$ cat src/rtl/onehot_debounce8.sv
// Request-line conditioner for the 8-to-3 encoder. It synchronizes and debounces
// eight raw lines and hands one clean one-hot press downstream over valid/ready.
module onehot_debounce8 #(
    parameter int DEBOUNCE_CYCLES = 4
) (
    input  logic       clk,
    input  logic       rst,
    input  logic [7:0] raw_in,
    output logic [7:0] A,
    output logic       valid,
    input  logic       ready,
    output logic       multi_err
);

    localparam int               CNT_W    = $clog2(DEBOUNCE_CYCLES + 1);
    localparam logic [CNT_W-1:0] CNT_LAST = CNT_W'(DEBOUNCE_CYCLES - 1);
    localparam logic [CNT_W-1:0] CNT_ONE  = CNT_W'(1);

    typedef enum logic [1:0] {
        IDLE     = 2'd0,
        HOLD     = 2'd1,
        WAIT_REL = 2'd2
    } state_t;

    logic [7:0]       r_sync_p0;
    logic [7:0]       r_sync_p1;
    logic [7:0]       r_stable;
    logic [CNT_W-1:0] r_cnt [8];

    state_t           r_state;
    state_t           w_state_nxt;
    logic [7:0]       r_a;
    logic [7:0]       w_a_nxt;
    logic             r_valid;
    logic             w_valid_nxt;
    logic             r_merr;
    logic             w_merr_nxt;

    logic             w_any;
    logic             w_onehot;

    // Stage p0/p1: two-flop synchronizer, no filtering ahead of it
    always_ff @(posedge clk) begin
        if (rst) begin
            r_sync_p0 <= '0;
            r_sync_p1 <= '0;
        end else begin
            r_sync_p0 <= raw_in;
            r_sync_p1 <= r_sync_p0;
        end
    end

    // Debounce: a bit flips only after DEBOUNCE_CYCLES consecutive disagreeing samples
    always_ff @(posedge clk) begin
        if (rst) begin
            r_stable <= '0;
            for (int i = 0; i < 8; i++) begin
                r_cnt[i] <= '0;
            end
        end else begin
            for (int i = 0; i < 8; i++) begin
                if (r_sync_p1[i] == r_stable[i]) begin
                    r_cnt[i] <= '0;
                end else if (r_cnt[i] == CNT_LAST) begin
                    r_stable[i] <= r_sync_p1[i];
                    r_cnt[i]    <= '0;
                end else begin
                    r_cnt[i] <= r_cnt[i] + CNT_ONE;
                end
            end
        end
    end

    assign w_any    = (r_stable != 8'd0);
    assign w_onehot = w_any && ((r_stable & (r_stable - 8'd1)) == 8'd0);

    always_ff @(posedge clk) begin
        if (rst) begin
            r_state <= IDLE;
            r_a     <= '0;
            r_valid <= 1'b0;
            r_merr  <= 1'b0;
        end else begin
            r_state <= w_state_nxt;
            r_a     <= w_a_nxt;
            r_valid <= w_valid_nxt;
            r_merr  <= w_merr_nxt;
        end
    end

    // Only the first nonzero stable vector matters; HOLD ignores later changes
    always_comb begin
        w_state_nxt = r_state;
        w_a_nxt     = r_a;
        w_valid_nxt = r_valid;
        w_merr_nxt  = 1'b0;
        unique case (r_state)
            IDLE: begin
                if (w_onehot) begin
                    w_a_nxt     = r_stable;
                    w_valid_nxt = 1'b1;
                    w_state_nxt = HOLD;
                end else if (w_any) begin
                    w_merr_nxt  = 1'b1;
                    w_state_nxt = WAIT_REL;
                end
            end
            HOLD: begin
                if (r_valid && ready) begin
                    w_a_nxt     = '0;
                    w_valid_nxt = 1'b0;
                    w_state_nxt = WAIT_REL;
                end
            end
            WAIT_REL: begin
                if (!w_any) begin
                    w_state_nxt = IDLE;
                end
            end
            default: begin
                w_a_nxt     = '0;
                w_valid_nxt = 1'b0;
                w_state_nxt = IDLE;
            end
        endcase
    end

    assign A         = r_a;
    assign valid     = r_valid;
    assign multi_err = r_merr;

endmodule

$ cat config.mk
export PLATFORM = sky130hd
export DESIGN_NAME = onehot_debounce8
export DESIGN_NICKNAME = d
export VERILOG_FILES = /design/src/rtl/onehot_debounce8.sv
export SDC_FILE = /design/constraint.sdc
export NUM_CORES = 1
export LEC_CHECK = 0
export ABC_AREA = 1
export CORE_UTILIZATION = 54
export CTS_BUF_LIST = sky130_fd_sc_hd__clkbuf_8
export DETAILED_ROUTE_END_ITERATION = 10
export PLACE_DENSITY_LB_ADDON = 0.1
export SETUP_SLACK_MARGIN = 0.02
export SYNTH_ARGS = -nofsm -noshare
export SYNTH_HDL_FRONTEND = slang
export SYNTH_SLANG_ARGS = --single-unit
$ cat constraint.sdc
create_clock -name clk -period 1.3 [get_ports clk]
set_clock_uncertainty 0.05 [all_clocks]
set_input_delay 0.26 -clock clk [delete_from_list [all_inputs] [get_ports clk]]
set_output_delay 0.26 -clock clk [all_outputs]
set_load 0.05 [all_outputs]
==> results of run 1 <==
## metal layers
metal  vias up  track usage (%)  share of wire [%]
li1       1036                -                  -
met1       901             22.4                 44
met2        34             34.7                 51
met3        10             5.56                2.7
met4         0             14.2                2.4
met5         -                0                  0
## cell usage in the layout (no fill, tap or decap), types with 10 or more instances in the layout
cell | synthesis | final
dfxtp_1 | 36 | 28
buf_4 | 0 | 34
clkbuf_8 | 0 | 11
inv_1 | 51 | 46
nand2_1 | 20 | 20
buf_12 | 0 | 10
conb_1 | 1 | 24
edfxtp_1 | 24 | 24
a21oi_1 | 24 | 24
nor2_1 | 54 | 52
clkdlybuf4s50_1 | 0 | 10
## cells by family after synthesis
family	Yosys count	share of synthesized area [%]
other	1	0.148
buffers and inverters	56	8.34
and+or+nand+nor	98	17.6
AOI/OAI and AO/OA	42	9.23
adders and majority gates	16	7.89
DFF	60	56.8
## flip-flops by register name, summed over array words and instances, names as in the netlist
register / count
r_cnt: 24
A: 8
r_stable: 8
r_sync_p0: 8
r_sync_p1: 8
r_state: 2
multi_err: 1
valid: 1
## power groups by stage
stage / Clock [mW] / Combinational (mW) / Sequential (mW)
final: 1.41 / 0.884 / 2.15
after global routing: 1.54 / 0.976 / 2.16
after CTS: 1.44 / 0.810 / 2.14
after detailed placement: 0 / 0.776 / 2.18
after global placement: 0 / 0.759 / 2.18
after floorplan: 0 / 0.401 / 2.22
## critical path: cells and delay by family (launching register included)
family | cells | cell delay, ns
and+or+nand+nor | 9 | 0.88
DFF | 1 | 0.34
AOI/OAI and AO/OA | 1 | 0.06
## per-stage QoR
stage	hold WS (ns)	power (mW)	TNS [ns]	utilization, %
2_1_floorplan	0.317	2.63	-0.857	-
6_report	0.353	4.44	-1.18	80.7
5_1_grt	0.360	4.67	-2.99	80.7
3_5_place_dp	0.347	2.96	-8.14	72.0
3_3_place_gp	0.339	2.94	-7.24	72.0
4_1_cts	0.356	4.39	-0.960	78.2
## final cells by class
type	instances	share of cell area, %
clock buffer	11	4.22
clock inverter	5	0.558
tap	52	1.81
inverter	51	5.40
timing repair buffer	56	16.1
multi-input combinational	181	31.4
sequential	60	40.5
## how the worst max path moves through the flow
| stage | startpoint | end | cells past startpoint | slack (ns) |
|---|---|---|---|---|
| 2_1_floorplan | r_stable[3]$_SDFFE_PP0P_ | A[4]$_SDFFE_PP0P_ | 10 | -0.1 |
| 3_3_place_gp | rst | r_cnt[1][6]$_SDFFCE_PP0P_ | 5 | -0.19 |
| 3_5_place_dp | ready | A[6]$_SDFFE_PP0P_ | 8 | -0.23 |
| 4_1_cts | r_stable[3]$_SDFFE_PP0P_ | valid$_SDFFE_PP0P_ | 10 | -0.11 |
| 5_1_grt | r_stable[0]$_SDFFE_PP0P_ | A[1]$_SDFFE_PP0P_ | 10 | -0.24 |
| 6_report | r_stable[0]$_SDFFE_PP0P_ | A[7]$_SDFFE_PP0P_ | 10 | -0.15 |
## timing repair
item,in CTS,in global routing
pin swaps,19,16
resized for setup,25,21
cloned,0,1
setup buffers,5,3
endpoints found under the setup margin,38,39
==> run metrics, run 1 <==
fin area=approximately 3600 sq um; vias in the first global route=1832; PnR worst setup slack=-0.147 ns; FILL cells=290; outcome=finished with violations; Overflow after GRT=0; final slew viol count=0; DRC violation count after routing=4; Logic pwr share=19.9%; Post-DP Area=~3200 sq um; footprint of the multi-input gates=1130 sq um; sequential cell area=1450 sq um; cells after synthesis=273; Async SR Flop Fraction=0%; Worst Setup End Kind=flop; reg-to-reg slack, setup=-0.15 ns; RSZ-0062 raised after global routing=true; Cell Count Post-Placement=between 300 and 400; top_reg_cell synth=dfxtp_1; Crit Path Max Fanout=4; # IOs=21; Die Footprint=4970 sq um; Sink Count=60; initial antenna violation count=0; critical path's largest stage delay=0.34 ns; synth top area cells=dfxtp_1 (28%), edfxtp_1 (28%), nor2_1 (8.0%); CP max stage cell=dfxtp_2; switching share of power=27.3%; Clock Latency Late Sink=0.33 ns; Seq/Total Area, Yosys=56.8%; critical path, cell by cell=nor2_4 > nand2_2 > nor2_4 > nor2_2 > nor2_4 > nand2_2 > nand2_4 > nand2_2 > nand2_1 > a21oi_1; htree depth=3; CTS hold repair buffers=0; FP Rows=24; Max Buffers Root-to-Sink=2; share of layout cells above drive strength 1=28.8%; Synth Register Bits=60; Tcrit/Tclk final=111%; Initial Util=57.1%; Vias/cell=around 4.8; count leader, synth=nor2_1; Unique masters post-synth=22; Total GRT Usage=20.5%; FF-to-FF Start=r_stable[0]$_SDFFE_PP0P_; DR WL/cell=11.3 microns; drt pass-1 iters=7; largest net degree at the start of global routing=12; end point of the worst hold path=r_sync_p1[5]$_SDFF_PP0_; Inserted Clock Buffers=9; area grow syn2layout=41.5%; Worst VDD drop=926 uV; first-pass GRT wire length=7.60 mm; fin crit period=roughly 1.4 ns; DRT antenna net count=0; Fin. Hold Viols=0; failing checks=design-rule violations, negative setup slack; Pleak=1.60 nW; Psw=1.21 mW; Final GP Congestion=0.777; root buf cell=clkbuf_8; pre-CTS WS=-0.227 ns; clock power share=a little under a third; routed wire length=4.69 mm; top-area cell type share of the netlist area=28.4%; part of the power in registers=48.3%; Worst Hold Class=flop to flop; Reg-to-Reg End=A[7]$_SDFFE_PP0P_; CP Data Arrival Time=1.61 ns; final net count=386; Hold Crit Depth=2; PortBufs=20; DP Wirelength=3.15 mm; Syn Area/Cell=9.29 sq um; mapped cell area=2540 sq um; reported max-cap violation count=0; Setup crit start kind=flop; Synth Warn #=0; Reg2Reg Depth=10; final std cells w/o fill=416; start point of the worst hold path=r_sync_p0[5]$_SDFF_PP0_; Iter 0 DRT Violations=115; fmax=691 MHz; power per cell area=1240 nW/um^2; clk slew on worst S/H paths=0.06 ns; Final setup viols=12; Worst EP required=1.47 ns; cell-internal power=3.23 mW; Die W=a little over 70 microns; core area=about 4400 sq um; top cells by count, synth=nor2_1 (54), inv_1 (51), dfxtp_1 (36); TritonCTS clock tree=built; Die Span Y=70.5 microns; antenna cells=0; number of flops mapped to enable cells by yosys=24; crit path kind=flop to flop; routed via count=1981; Synth area leader=dfxtp_1
Power figures use the tool's default switching activity.
==> run 2, diff against run 1 <==
CAP_MARGIN = 20   (was unset)
GPL_TIMING_DRIVEN = 0   (was unset)
==> run 2 against run 1 <==
The flow still finishes with violations (design-rule violations, negative setup slack). Sequential cell count is the same. Worst setup slack lost 0.11 ns. Final area shrank 4.7%. Sequential power is essentially flat. Core utilization shrank 3.8 points. Non-clock buffer count shrank 9. Combinational power shrank 3.5%. Wire length shrank 1.2%. Worst hold slack lost 0.0035 ns. Largest power group unchanged.
==> run metrics, run 2 (synthesis results as in run 1) <==
Die Span Y=70.5 microns (unchanged); Crit Path Max Fanout=6 (was 4); largest net degree at the start of global routing=11 (was 12); Vias/cell=4.78 (was 4.76); CP bufs+invs=0 (unchanged); Initial Util=57.1% (unchanged); share of layout cells above drive strength 1=30.4% (was 28.8%); Setup crit start kind=flop (unchanged); final slew viol count=0 (unchanged); clk slew on worst S/H paths=0.06 ns (about the same); Tcrit/Tclk final=120% (was 111%); DP Wirelength=2.83 mm (was 3.15 mm); leading cell type in the layout, fill and taps excluded=nor2_1 (unchanged); start point of the worst hold path=r_sync_p0[4]$_SDFF_PP0_ (was r_sync_p0[5]$_SDFF_PP0_); critical path, cell by cell=nor2_1 > nand2_1 > nor2_2 > nor2_2 > nor2_4 > nand2_2 > nand2_4 > nand2_4 > nand2_1 > a21oi_2 (was nor2_4 > nand2_2 > nor2_4 > nor2_2 > nor2_4 > nand2_2 > nand2_4 > nand2_2 > nand2_1 > a21oi_1); Fin. Hold Viols=0 (unchanged); core area=4440 sq um (unchanged); Worst Tran Pin Value=0.501 ns; htree depth=3 (unchanged); Inserted Clock Buffers=9 (unchanged); drt pass-1 iters=9 (was 7); PnR worst setup slack=-0.257 ns (was -0.147 ns); root buf cell=clkbuf_8 (unchanged); end point of the worst hold path=r_sync_p1[4]$_SDFF_PP0_ (was r_sync_p1[5]$_SDFF_PP0_); antenna cells=0 (unchanged); vias in the first global route=1807 (was 1832); cell family with most CP delay=simple AND/OR/NAND/NOR gates (unchanged); CP Data Arrival Time=1.71 ns (was 1.61 ns); Largest register FFs=24 (unchanged); Worst EP required=1.46 ns (was 1.47 ns); FP Rows=24 (unchanged); critical path's largest stage delay=0.36 ns (was 0.34 ns); Rel. slew slack=66.6%; Core Util, Final=77.0% (was 80.7%); first-pass GRT wire length=7.53 mm (was 7.60 mm); outcome=finished with violations (unchanged); Post-DP Area=2900 sq um (was 3200 sq um); Total GRT Usage=20.2% (was 20.5%); fin crit period=1.56 ns (was 1.45 ns); # IOs=21 (unchanged); commonest non-fill, non-tap cells in the layout=nor2_1 (50), inv_1 (49), dfxtp_1 (29), edfxtp_1 (24), conb_1 (24) (was nor2_1 (52), inv_1 (46), buf_4 (34), dfxtp_1 (28)); CTS hold repair buffers=0 (unchanged); Hold Crit Depth=2 (unchanged); Worst Setup End Kind=flop (unchanged); initial antenna violation count=0 (unchanged); DRC violation count after routing=4 (unchanged); routed via count=1947 (was 1981); DRT antenna net count=0 (unchanged); reg-to-reg slack, setup=-0.26 ns (was -0.15 ns); Final GP Congestion=0.781 (was 0.777); routed wire length=4.63 mm (was 4.69 mm); Worst Hold Class=flop to flop (unchanged); crit path kind=flop to flop (unchanged); Final setup viols=12 (unchanged); failing checks=design-rule violations, negative setup slack (unchanged); Biggest register=r_cnt (unchanged); Pleak=1.53 nW (was 1.60 nW); fmax=642 MHz (was 691 MHz); Hold WS=0.349 ns (was 0.353 ns); area grow syn2layout=34.9% (was 41.5%); Reg-to-Reg End=A[6]$_SDFFE_PP0P_ (was A[7]$_SDFFE_PP0P_); power per cell area=1260 nW/um^2 (was 1240 nW/um^2); RSZ-0062 raised after global routing=true (unchanged); final net count=377 (was 386); Final Power=4.31 mW (was 4.44 mW); Reg2Reg Depth=10 (unchanged); Max Buffers Root-to-Sink=2 (unchanged); Die Footprint=4970 sq um (unchanged); TritonCTS clock tree=built (unchanged); Clock Latency Late Sink=0.33 ns (about the same); Sink Count=60 (unchanged); DR WL/cell=11.4 microns (was 11.3 microns); CP max stage cell=dfxtp_1 (was dfxtp_2); FILL cells=305 (was 290); Die W=70.5 microns (unchanged); Iter 0 DRT Violations=134 (was 115); reported max-cap violation count=0 (unchanged); Overflow after GRT=0 (unchanged); PortBufs=19 (was 20); fin area=3420 sq um (was 3590 sq um); FF-to-FF Start=r_stable[6]$_SDFFE_PP0P_ (was r_stable[0]$_SDFFE_PP0P_); Worst VDD drop=812 uV (was 926 uV)
## run 2: worst max-delay path by stage
stage	end	cells after the start	slack, ns	from
4_1_cts	valid$_SDFFE_PP0P_	10	-0.17	r_stable[3]$_SDFFE_PP0P_
5_1_grt	A[6]$_SDFFE_PP0P_	10	-0.35	r_stable[4]$_SDFFE_PP0P_
6_report	A[6]$_SDFFE_PP0P_	10	-0.26	r_stable[6]$_SDFFE_PP0P_
3_3_place_gp	r_sync_p0[2]$_SDFF_PP0_	4	-0.33	rst
2_1_floorplan	A[4]$_SDFFE_PP0P_	10	-0.1	r_stable[3]$_SDFFE_PP0P_
3_5_place_dp	A[6]$_SDFFE_PP0P_	4	-0.35	rst
## run 2: tightest hold or removal path: cells and delay by family, from the launching register on
kind	cells	cell delay, ns
flops	1	0.29
simple gates	1	0.03
buf+inv	1	0.04
## run 2: power by group
group          internal [mW]  leakage [nW]  switching, mW  total (mW)
Sequential              2.07         0.546         0.0707        2.14
Combinational          0.318         0.882          0.535       0.853
Clock                  0.701         0.104          0.622        1.32
Total                   3.08          1.53           1.23        4.31
## run 2: metrics by stage
stage / setup slack, ns / setup TNS, ns / std cells
6_report: -0.257 / -2.42 / 407
5_1_grt: -0.350 / -4.08 / 407
4_1_cts: -0.167 / -1.66 / 399
2_1_floorplan: -0.0958 / -0.857 / 296
3_3_place_gp: -0.325 / -9.44 / 367
3_5_place_dp: -0.346 / -10.11 / 367
## run 2: layout make-up
| cell class | instances | area [sq um] | share of cell area, % |
|---|---|---|---|
| inverters | 51 | 194 | 5.67 |
| well taps | 52 | 65.1 | 1.90 |
| flip-flops and latches | 60 | 1460 | 42.6 |
| clock inverters | 6 | 22.5 | 0.658 |
| repair buffers | 42 | 338 | 9.88 |
| clock buffers | 10 | 138 | 4.02 |
| multi-input cells | 181 | 1180 | 34.6 |
| plain buffers | 5 | 22.5 | 0.658 |
## run 2: routing by layer
layer | track usage (%) | wire length [microns] | up-vias
met1 | 23.4 | 2080 | 864
met2 | 33.0 | 2210 | 48
met3 | 5.13 | 174 | 16
li1 | - | - | 1019
met5 | 0 | 0 | -
met4 | 14.0 | 161 | 0
## run 2: what timing repair did
action | CTS | global route
hold endpoints to repair | 0 | 0
gates cloned | 1 | 0
pin swaps | 22 | 25
endpoints found under the setup margin | 46 | 59
setup buffers | 15 | 9
gates resized for setup | 82 | 38
==> run 3, diff against run 2 <==
CORE_ASPECT_RATIO = 1.5   (was unset)
==> run 3 against run 2 <==
The run still ends with design-rule violations, negative setup slack left. Final cell count down 2.5%. Worst hold slack better by 0.0025 ns. Largest cell class unchanged. Via count grew 0.62%. Maximum frequency up 6.0%. Count of clock-buffer cells in the layout stayed put. Global-route usage grew 0.39 points. Final area is 3.1% lower. Critical path depth did not move. Highest routed layer unchanged. Die area is 0.12% higher. First-iteration DRC count is 45% lower.
==> run metrics, run 3 (synthesis results as in run 1) <==
htree depth=3 (unchanged); final slew viol count=0 (unchanged); CP Data Arrival Time=1.62 ns (was 1.71 ns); antenna cells=0 (unchanged); Overflow after GRT=0 (unchanged); Core Util, Final=73.6% (was 77.0%); Crit Path Max Fanout=5 (was 6); footprint of the multi-input gates=1140 sq um (was 1180 sq um); routed wire length=4.57 mm (was 4.63 mm); Worst Hold Class=flop to flop (unchanged); sequential cell area=1460 sq um (about the same); commonest non-fill, non-tap cells in the layout=nor2_1 (49), inv_1 (47), dfxtp_1 (28) (was nor2_1 (50), inv_1 (49), dfxtp_1 (29), edfxtp_1 (24), conb_1 (24)); final std cells w/o fill=397 (was 407); DR WL/cell=11.5 microns (was 11.4 microns); Fin. Hold Viols=0 (unchanged); outcome=finished with violations (unchanged); TritonCTS clock tree=built (unchanged); CTS hold repair buffers=0 (unchanged); Final GP Congestion=0.812 (was 0.781); pre-CTS WS=-0.308 ns (was -0.346 ns); failing checks=design-rule violations, negative setup slack (unchanged); DP Wirelength=2.93 mm (was 2.83 mm); share of layout cells above drive strength 1=27.5% (was 30.4%); final net count=371 (was 377); Biggest register=r_cnt (unchanged); Final Power=4.24 mW (was 4.31 mW); Iter 0 DRT Violations=74 (was 134); Setup crit start kind=flop (unchanged); Die Footprint=4980 sq um (was 4970 sq um); Reg2Reg Depth=10 (unchanged); Final setup viols=12 (unchanged); largest net degree at the start of global routing=11 (unchanged); fin crit period=1.47 ns (was 1.56 ns); core area=4500 sq um (was 4440 sq um); drt pass-1 iters=7 (was 9); initial antenna violation count=0 (unchanged); Worst VDD drop=995 uV (was 812 uV); FILL cells=348 (was 305); area grow syn2layout=30.7% (was 34.9%); Die W=58.0 microns (was 70.5 microns); Largest register FFs=24 (unchanged); Worst Setup End Kind=flop (unchanged); fin area=3320 sq um (was 3420 sq um); clk slew on worst S/H paths=0.06 ns (about the same); DRT antenna net count=0 (unchanged); reported max-cap violation count=0 (unchanged); Sink Count=60 (unchanged); Vias/cell=4.93 (was 4.78); Hold Crit Depth=2 (unchanged); Worst EP required=1.45 ns (was 1.46 ns); RSZ-0062 raised after global routing=true (unchanged); Initial Util=56.3% (was 57.1%); setup_tns=-1.51 ns (was -2.42 ns); Tcrit/Tclk final=113% (was 120%); Post-DP Area=2890 sq um (was 2900 sq um); FP Rows=30 (was 24); Die Span Y=85.9 microns (was 70.5 microns); Total GRT Usage=20.6% (was 20.2%); DRC violation count after routing=2 (was 4); Inserted Clock Buffers=9 (unchanged); fmax=681 MHz (was 642 MHz); root buf cell=clkbuf_8 (unchanged); power per cell area=1280 nW/um^2 (was 1260 nW/um^2); PortBufs=19 (unchanged); Clock Latency Late Sink=0.33 ns (about the same); first-pass GRT wire length=7.51 mm (was 7.53 mm); crit path kind=flop to flop (unchanged); # IOs=21 (unchanged); PnR worst setup slack=-0.168 ns (was -0.257 ns); Pleak=1.50 nW (was 1.53 nW); routed via count=1959 (was 1947); leading cell type in the layout, fill and taps excluded=nor2_1 (unchanged); Hold WS=0.352 ns (was 0.349 ns); Cell Count Post-Placement=363 (was 367); vias in the first global route=1855 (was 1807); Max Buffers Root-to-Sink=2 (unchanged)
-- run 3: repair_timing --
item | 4_1_cts | 5_1_grt
gates cloned | 1 | 0
buffers inserted | 12 | 5
setup endpoints to repair | 46 | 53
pin swaps | 26 | 15
resized for setup | 94 | 15
-- run 3: cell type report --
type / instances / area share (%)
timing repair buffer: 36 / 8.23
inverter: 51 / 5.85
sequential: 60 / 44.1
clock buffer: 10 / 4.15
multi-input combinational: 181 / 34.4
tap: 48 / 1.81
clock inverter: 6 / 0.755
buffer: 5 / 0.717
-- run 3: final timing paths --
path,startpoint,slack [ns],to
hold / removal,r_sync_p0[0]$_SDFF_PP0_,0.35,r_sync_p1[0]$_SDFF_PP0_
setup reg to reg,r_stable[4]$_SDFFE_PP0P_,-0.17,A[0]$_SDFFE_PP0P_
setup / recovery,r_stable[4]$_SDFFE_PP0P_,-0.17,A[0]$_SDFFE_PP0P_
hold reg to reg,r_sync_p0[0]$_SDFF_PP0_,0.35,r_sync_p1[0]$_SDFF_PP0_
-- run 3: worst max-delay path, cell delays in order (launching register included) --
cell     delay (ns)
dfxtp_4        0.37
nor2_4         0.13
nand2_2        0.07
nor2_4         0.12
nor2_2         0.05
nor2_4         0.15
nand2_2        0.09
nand2_4        0.09
nand2_2        0.07
nand2_1        0.08
a21oi_1        0.06
-- run 3: routing by layer --
metal  vias up  wire [microns]  GRT usage (%)  part of all wire (%)
met4         0             136           14.3                   3.0
met2        41            2310           35.0                    51
met3        13             160           4.98                   3.5
met1       898            1960           21.8                    43
met5         -               0              0                     0
li1       1007               -              -                     -
-- run 3: power by group --
group	switching, mW	internal (mW)	total [mW]
registers	0.0710	2.06	2.13
logic	0.470	0.267	0.737
clock network	0.658	0.708	1.37
total	1.20	3.04	4.24
